$ cat src/rtl/prog_delay_pkg.sv
// Shared types and helpers for the programmable multi-lane delay line.
// Widths derive from the delay depth so every file agrees on them.
package prog_delay_pkg;

  localparam int DEF_MAX_DELAY = 16;
  localparam int DEF_D_WIDTH   = 8;
  localparam int DEF_N_CH      = 2;

  typedef logic [DEF_N_CH*DEF_D_WIDTH-1:0] lane_t;

  function automatic int dly_w(input int max);
    return $clog2(max + 1);
  endfunction

endpackage

$ cat src/rtl/prog_delay_line_if.sv
// Sample/config bundle between a datapath and the delay line.
// master drives samples and delay control; slave returns the tap.
interface prog_delay_line_if #(
  parameter int MAX_DELAY = 16,
  parameter int D_WIDTH   = 8,
  parameter int N_CH      = 2
);
  import prog_delay_pkg::*;

  localparam int DW = dly_w(MAX_DELAY);
  localparam int LW = N_CH * D_WIDTH;

  logic          en;
  logic          in_valid;
  logic [LW-1:0] in;
  logic          delay_ld;
  logic [DW-1:0] delay_sel;
  logic          flush;
  logic [LW-1:0] out;
  logic          out_valid;
  logic [DW-1:0] cur_delay;
  logic          cfg_err;

  modport master (
    output en,
    output in_valid,
    output in,
    output delay_ld,
    output delay_sel,
    output flush,
    input  out,
    input  out_valid,
    input  cur_delay,
    input  cfg_err
  );

  modport slave (
    input  en,
    input  in_valid,
    input  in,
    input  delay_ld,
    input  delay_sel,
    input  flush,
    output out,
    output out_valid,
    output cur_delay,
    output cfg_err
  );

endinterface

$ cat src/rtl/del_stage_bank.sv
// One tap of the chain: all lanes plus a shared valid bit.
// clr drops only the valid bit; data keeps following en.
module del_stage_bank #(
  parameter int W = 16
) (
  input  logic         clk,
  input  logic         rst,
  input  logic         en,
  input  logic         clr,
  input  logic         d_valid,
  input  logic [W-1:0] d_data,
  output logic         q_valid,
  output logic [W-1:0] q_data
);

  logic         valid_q;
  logic         valid_d;
  logic [W-1:0] data_q;
  logic [W-1:0] data_d;

  always_comb begin
    valid_d = valid_q;
    data_d  = data_q;
    if (en) begin
      valid_d = d_valid;
      data_d  = d_data;
    end
    if (clr) begin
      valid_d = 1'b0;
    end
  end

  always_ff @(posedge clk or posedge rst) begin
    if (rst) begin
      valid_q <= 1'b0;
      data_q  <= '0;
    end else begin
      valid_q <= valid_d;
      data_q  <= data_d;
    end
  end

  assign q_valid = valid_q;
  assign q_data  = data_q;

endmodule

$ cat src/rtl/prog_delay_line.sv
// Multi-lane delay line with run-time reloadable depth.
// Stage 0 is the live input; taps 1..MAX_DELAY are registered.
module prog_delay_line
  import prog_delay_pkg::*;
#(
  parameter int MAX_DELAY     = 16,
  parameter int D_WIDTH       = 8,
  parameter int N_CH          = 2,
  parameter int DEFAULT_DELAY = 2
) (
  input logic              clk,
  input logic              rst,
  prog_delay_line_if.slave io
);

  localparam int DW = dly_w(MAX_DELAY);
  localparam int LW = N_CH * D_WIDTH;

  logic          clr;
  logic          reg_valid [1:MAX_DELAY];
  logic [LW-1:0] reg_data  [1:MAX_DELAY];

  logic [DW-1:0] cur_delay_q;
  logic [DW-1:0] cur_delay_d;
  logic          cfg_err_q;
  logic          cfg_err_d;

  logic [LW-1:0] tap_data;
  logic          tap_valid;

  // A reload also invalidates the chain so old-depth data never shows.
  assign clr = io.flush | io.delay_ld;

  for (genvar k = 1; k <= MAX_DELAY; k++) begin : g_stage
    logic          src_valid;
    logic [LW-1:0] src_data;

    if (k == 1) begin : g_head
      assign src_valid = io.in_valid;
      assign src_data  = io.in;
    end else begin : g_link
      assign src_valid = reg_valid[k-1];
      assign src_data  = reg_data[k-1];
    end

    del_stage_bank #(
      .W (LW)
    ) u_bank (
      .clk     (clk),
      .rst     (rst),
      .en      (io.en),
      .clr     (clr),
      .d_valid (src_valid),
      .d_data  (src_data),
      .q_valid (reg_valid[k]),
      .q_data  (reg_data[k])
    );
  end

  always_comb begin
    cur_delay_d = cur_delay_q;
    cfg_err_d   = cfg_err_q;
    if (io.delay_ld) begin
      if (io.delay_sel > DW'(MAX_DELAY)) begin
        cur_delay_d = DW'(MAX_DELAY);
        cfg_err_d   = 1'b1;
      end else begin
        cur_delay_d = io.delay_sel;
      end
    end
  end

  always_ff @(posedge clk or posedge rst) begin
    if (rst) begin
      cur_delay_q <= DW'(DEFAULT_DELAY);
      cfg_err_q   <= 1'b0;
    end else begin
      cur_delay_q <= cur_delay_d;
      cfg_err_q   <= cfg_err_d;
    end
  end

  // cur_delay never exceeds MAX_DELAY, so the loop covers every tap.
  always_comb begin
    tap_data  = io.in;
    tap_valid = io.in_valid;
    for (int k = 1; k <= MAX_DELAY; k++) begin
      if (cur_delay_q == DW'(k)) begin
        tap_data  = reg_data[k];
        tap_valid = reg_valid[k];
      end
    end
  end

  assign io.out       = tap_data;
  assign io.out_valid = tap_valid;
  assign io.cur_delay = cur_delay_q;
  assign io.cfg_err   = cfg_err_q;

endmodule
$ cat src/flat_wrapper.sv
// flat-port wrapper written by rule: the top's interface ports become plain ports
module prog_delay_line_flat import prog_delay_pkg::*;
#(
  parameter int MAX_DELAY     = 16,
  parameter int D_WIDTH       = 8,
  parameter int N_CH          = 2,
  parameter int DEFAULT_DELAY = 2
)
  (clk, rst, io_en, io_in_valid, io_in, io_delay_ld, io_delay_sel, io_flush, io_out, io_out_valid, io_cur_delay, io_cfg_err);
  prog_delay_line_if #(.MAX_DELAY(MAX_DELAY), .D_WIDTH(D_WIDTH), .N_CH(N_CH)) io_i ();
  input logic clk;
  input logic rst;
  input wire logic [$bits(io_i.en)-1:0] io_en;
  input wire logic [$bits(io_i.in_valid)-1:0] io_in_valid;
  input wire logic [$bits(io_i.in)-1:0] io_in;
  input wire logic [$bits(io_i.delay_ld)-1:0] io_delay_ld;
  input wire logic [$bits(io_i.delay_sel)-1:0] io_delay_sel;
  input wire logic [$bits(io_i.flush)-1:0] io_flush;
  output wire logic [$bits(io_i.out)-1:0] io_out;
  output wire logic [$bits(io_i.out_valid)-1:0] io_out_valid;
  output wire logic [$bits(io_i.cur_delay)-1:0] io_cur_delay;
  output wire logic [$bits(io_i.cfg_err)-1:0] io_cfg_err;
  assign io_i.en = io_en;
  assign io_i.in_valid = io_in_valid;
  assign io_i.in = io_in;
  assign io_i.delay_ld = io_delay_ld;
  assign io_i.delay_sel = io_delay_sel;
  assign io_i.flush = io_flush;
  assign io_out = io_i.out;
  assign io_out_valid = io_i.out_valid;
  assign io_cur_delay = io_i.cur_delay;
  assign io_cfg_err = io_i.cfg_err;
  prog_delay_line #(.MAX_DELAY(MAX_DELAY), .D_WIDTH(D_WIDTH), .N_CH(N_CH), .DEFAULT_DELAY(DEFAULT_DELAY)) u_core (.clk(clk), .rst(rst), .io(io_i));
endmodule
$ cat config.mk
export PLATFORM = sky130hd
export DESIGN_NAME = prog_delay_line_flat
export DESIGN_NICKNAME = d
export VERILOG_FILES = /design/src/rtl/prog_delay_pkg.sv /design/src/rtl/prog_delay_line_if.sv /design/src/rtl/del_stage_bank.sv /design/src/rtl/prog_delay_line.sv /design/src/flat_wrapper.sv
export SDC_FILE = /design/constraint.sdc
export NUM_CORES = 1
export LEC_CHECK = 0
export CORE_MARGIN = 1
export CORE_UTILIZATION = 35
export CTS_CLUSTER_SIZE = 14
export DETAILED_ROUTE_END_ITERATION = 8
export DONT_BUFFER_PORTS = 1
export SYNTH_ARGS = -nofsm -noshare
export SYNTH_HDL_FRONTEND = slang
export SYNTH_SLANG_ARGS = --single-unit
$ cat constraint.sdc
create_clock -name clk -period 11.58 [get_ports clk]
set_input_delay 2.316 -clock clk [delete_from_list [all_inputs] [get_ports clk]]
set_output_delay 2.316 -clock clk [all_outputs]
set_load 0.05 [all_outputs]
==> flow_summary.ini <==
[clock_tree]
cts_buffers = 30
clk_latency_ns = 0.55
worst_setup_hold_path_clk_slew_ns = 0.06
post_cts_resized = 0
holdBufCountCts = 0
cts_root_buffer = clkbuf_16
clock-sinks = 278
cts_tree = yes
h-tree-depth = 1
clock_path_buffers = 3
cts_setup_buffers = 0

[floorplanning]
core_area_sq_mm = 0.03670
dieHeight_microns = 195.2
die_w_microns = 195.2
start_util_pct = 35.61
io_pins = 50
placementRows = 70
dieArea_sq_mm = 0.03811

[power_and_ir_drop]
p_int_uw = 2286
cellPowerDensity_mw_per_mm2 = 221.5
leakagePower_uw = 0.005982
switching_share_pct = 29.15
combPwrFrac_pct = 19.7
max-vdd-ir-drop_uv = 86.80
power.switching_uw = 940.5
clkPwrFrac_pct = 31.5
pwr-share-seq_pct = 48.7

[timing]
fin_crit_ns = 7.108
rsz0062_at_grt = no
slew_headroom_pct = 27.88
clock.fmax_ghz = 0.1407
worst_slew_pin_slew_ns = 1.082
final-setup-viol-count = 0
slew_violations = 0
fin_setup_tns_ns = 0
skew_ns = 0.005748
finalCritPeriodShare_pct = 61.38
final_hold_viol_count = 0

[drt]
drtPass1Iterations = 7
drc = 0
initialDrtViolationCount = 740
detail-route-antenna-nets = 0
viasPerCell = 5.738
routed_wl_mm = 33.94
vias = 9031
drt-wirelength-per-cell_microns = 21.56

[place]
placed_area_sq_mm = 0.01348
place_congestion = 0.8652
port_buffers = 0
place_hpwl_mm = 21.86

[global_route]
grt_overflow = 0
grt_pass1_vias = 8869
grt_max_degree = 274
gr-usage-all-layers_pct = 17.95
antenna_found_initial = 2
grt_pass1_wl_mm = 53.99

[critical_path]
cp-end-kind = primary output
reg2reg_slack_ns = 9.28
path_class = register to primary output
reg2reg_depth = 3
critPathMaxFanout = 44
crit_start = u_core.io.cur_delay[2]
r2r-end = u_core.io.cur_delay[0]
cp.required_ns = 9.26
rr_startpoint = u_core.io.cur_delay[0]
start_kind = register
critPathCapture = io_out[5]
cp.arrival_ns = 4.79

[flow_run]
cap_violations = 0

[cells_and_area]
syn2layout_area_growth_pct = 11.47
final_cell_mix = dfrtp_1, mux2_2, nor2_1
nets = 1108
drive_above_1_share_pct = 31.40
final_common_cell = dfrtp_1
post-route-cell-area_sq_mm = 0.01457

[logic_synthesis]
syn_area_sq_mm = 0.01307
avgSynthCellArea_sq_um = 11.82
ys_types = 59
synth_edf_count = 0
syn_inst = 1106
ys_seq_area_share_pct = 53.25
ys_ff_latch = 278
ys_warn_count = 0
synth_top_flop_cell = dfrtp_1
syn_nets = 1133
synthArstFlopShare_pct = 100.0

[min_path]
worst_hold_path_type = register to register

[status]
outcome = finished clean
flip-flops by register name, summed over array words and instances (netlist names):
name                           cells
u_core.g_stage.u_bank.q_data     256
u_core.g_stage.u_bank.q_valid     16
u_core.io.cfg_err                  1
u_core.io.cur_delay                5
logic make-up (layout without fill, tap and decap cells):
| group | count (synthesis) | count (layout) | synth area share, % |
|---|---|---|---|
| other | 0 | 1 | 0 |
| AO/OA/AOI/OAI | 248 | 248 | 12.37 |
| flip-flops | 278 | 278 | 53.25 |
| buffers and inverters | 81 | 80 | 2.566 |
| multiplexers | 279 | 279 | 23.88 |
| AND/OR/NAND/NOR | 220 | 220 | 7.938 |
synth_stat cells (11+ instances only):
library cell | number | share of area [%]
a21oi_1 | 61 | 2.3
a221oi_1 | 11 | 0.74
a22oi_1 | 26 | 1.5
a31oi_1 | 13 | 0.62
clkbuf_1 | 61 | 1.8
dfrtp_1 | 277 | 53
mux2_2 | 262 | 23
mux2i_1 | 17 | 1.3
nand2_1 | 65 | 1.9
nand3_1 | 22 | 0.84
nor2_1 | 71 | 2.0
nor3_1 | 14 | 0.54
o21ai_0 | 59 | 2.3
o221ai_1 | 11 | 0.74
o22ai_1 | 13 | 0.62
critical path, stage by stage, from the launching register on:
cell and delay, ns:
dfrtp_2 0.38, buf_4 0.32, nor2_1 0.78, nand2_1 0.78, a32oi_1 0.55, o22ai_1 0.19, a21boi_1 0.26, o221ai_1 0.21
nor2_1 0.73
stage by stage:
stage	hold slack [ns]	util, %	worst slack [ns]	std cells	power [uW]
floorplan	0.4654	-	1.600	1106	2044
global placement	0.4897	36.74	5.148	1517	2195
detailed placement	0.4939	36.74	5.136	1517	2224
CTS	0.5080	39.69	4.608	1573	3250
global route	0.5202	39.69	4.224	1573	3391
finish	0.5048	39.69	4.472	1574	3226
layer usage:
| metal | up-vias | share of wire, % | track usage, % |
|---|---|---|---|
| li1 | 4047 | - | - |
| met1 | 4701 | 45 | 24.73 |
| met2 | 233 | 48 | 29.17 |
| met3 | 48 | 5.5 | 3.212 |
| met4 | 2 | 2.0 | 4.462 |
| met5 | - | 0.041 | 0 |
worst min path at each step:
stage / start / end / slack (ns) / depth (start not counted)
detailed placement: u_core.g_stage[6].u_bank.q_data[11] / u_core.g_stage[7].u_bank.q_data[11] / 0.49 / 1
global placement: u_core.g_stage[16].u_bank.q_data[10] / u_core.g_stage[16].u_bank.q_data[10] / 0.49 / 1
floorplan: u_core.g_stage[5].u_bank.q_data[11] / u_core.g_stage[6].u_bank.q_data[11] / 0.47 / 2
finish: u_core.g_stage[16].u_bank.q_data[0] / u_core.g_stage[16].u_bank.q_data[0] / 0.50 / 1
global route: u_core.g_stage[16].u_bank.q_data[4] / u_core.g_stage[16].u_bank.q_data[4] / 0.52 / 1
CTS: u_core.g_stage[6].u_bank.q_data[11] / u_core.g_stage[7].u_bank.q_data[11] / 0.51 / 1
cell type report:
type / instances / area, sq um
well taps: 468 / 585.6
inverters: 7 / 33.78
diodes: 1 / 2.502
clock inverters: 7 / 116.4
multi-input cells: 747 / 5777
fillers: 3482 / 22130
repair buffers: 17 / 127.6
flip-flops and latches: 278 / 6960
clock buffers: 49 / 963.4
power by group through the flow:
| stage | Sequential (uW) | Combinational, uW | Clock, uW |
|---|---|---|---|
| global placement | 1570 | 625 | 0 |
| detailed placement | 1580 | 640 | 0 |
| CTS | 1570 | 642 | 1040 |
| floorplan | 1500 | 544 | 0 |
| finish | 1570 | 637 | 1020 |
| global route | 1620 | 690 | 1080 |
No activity file was read; power rests on OpenSTA's default activity.
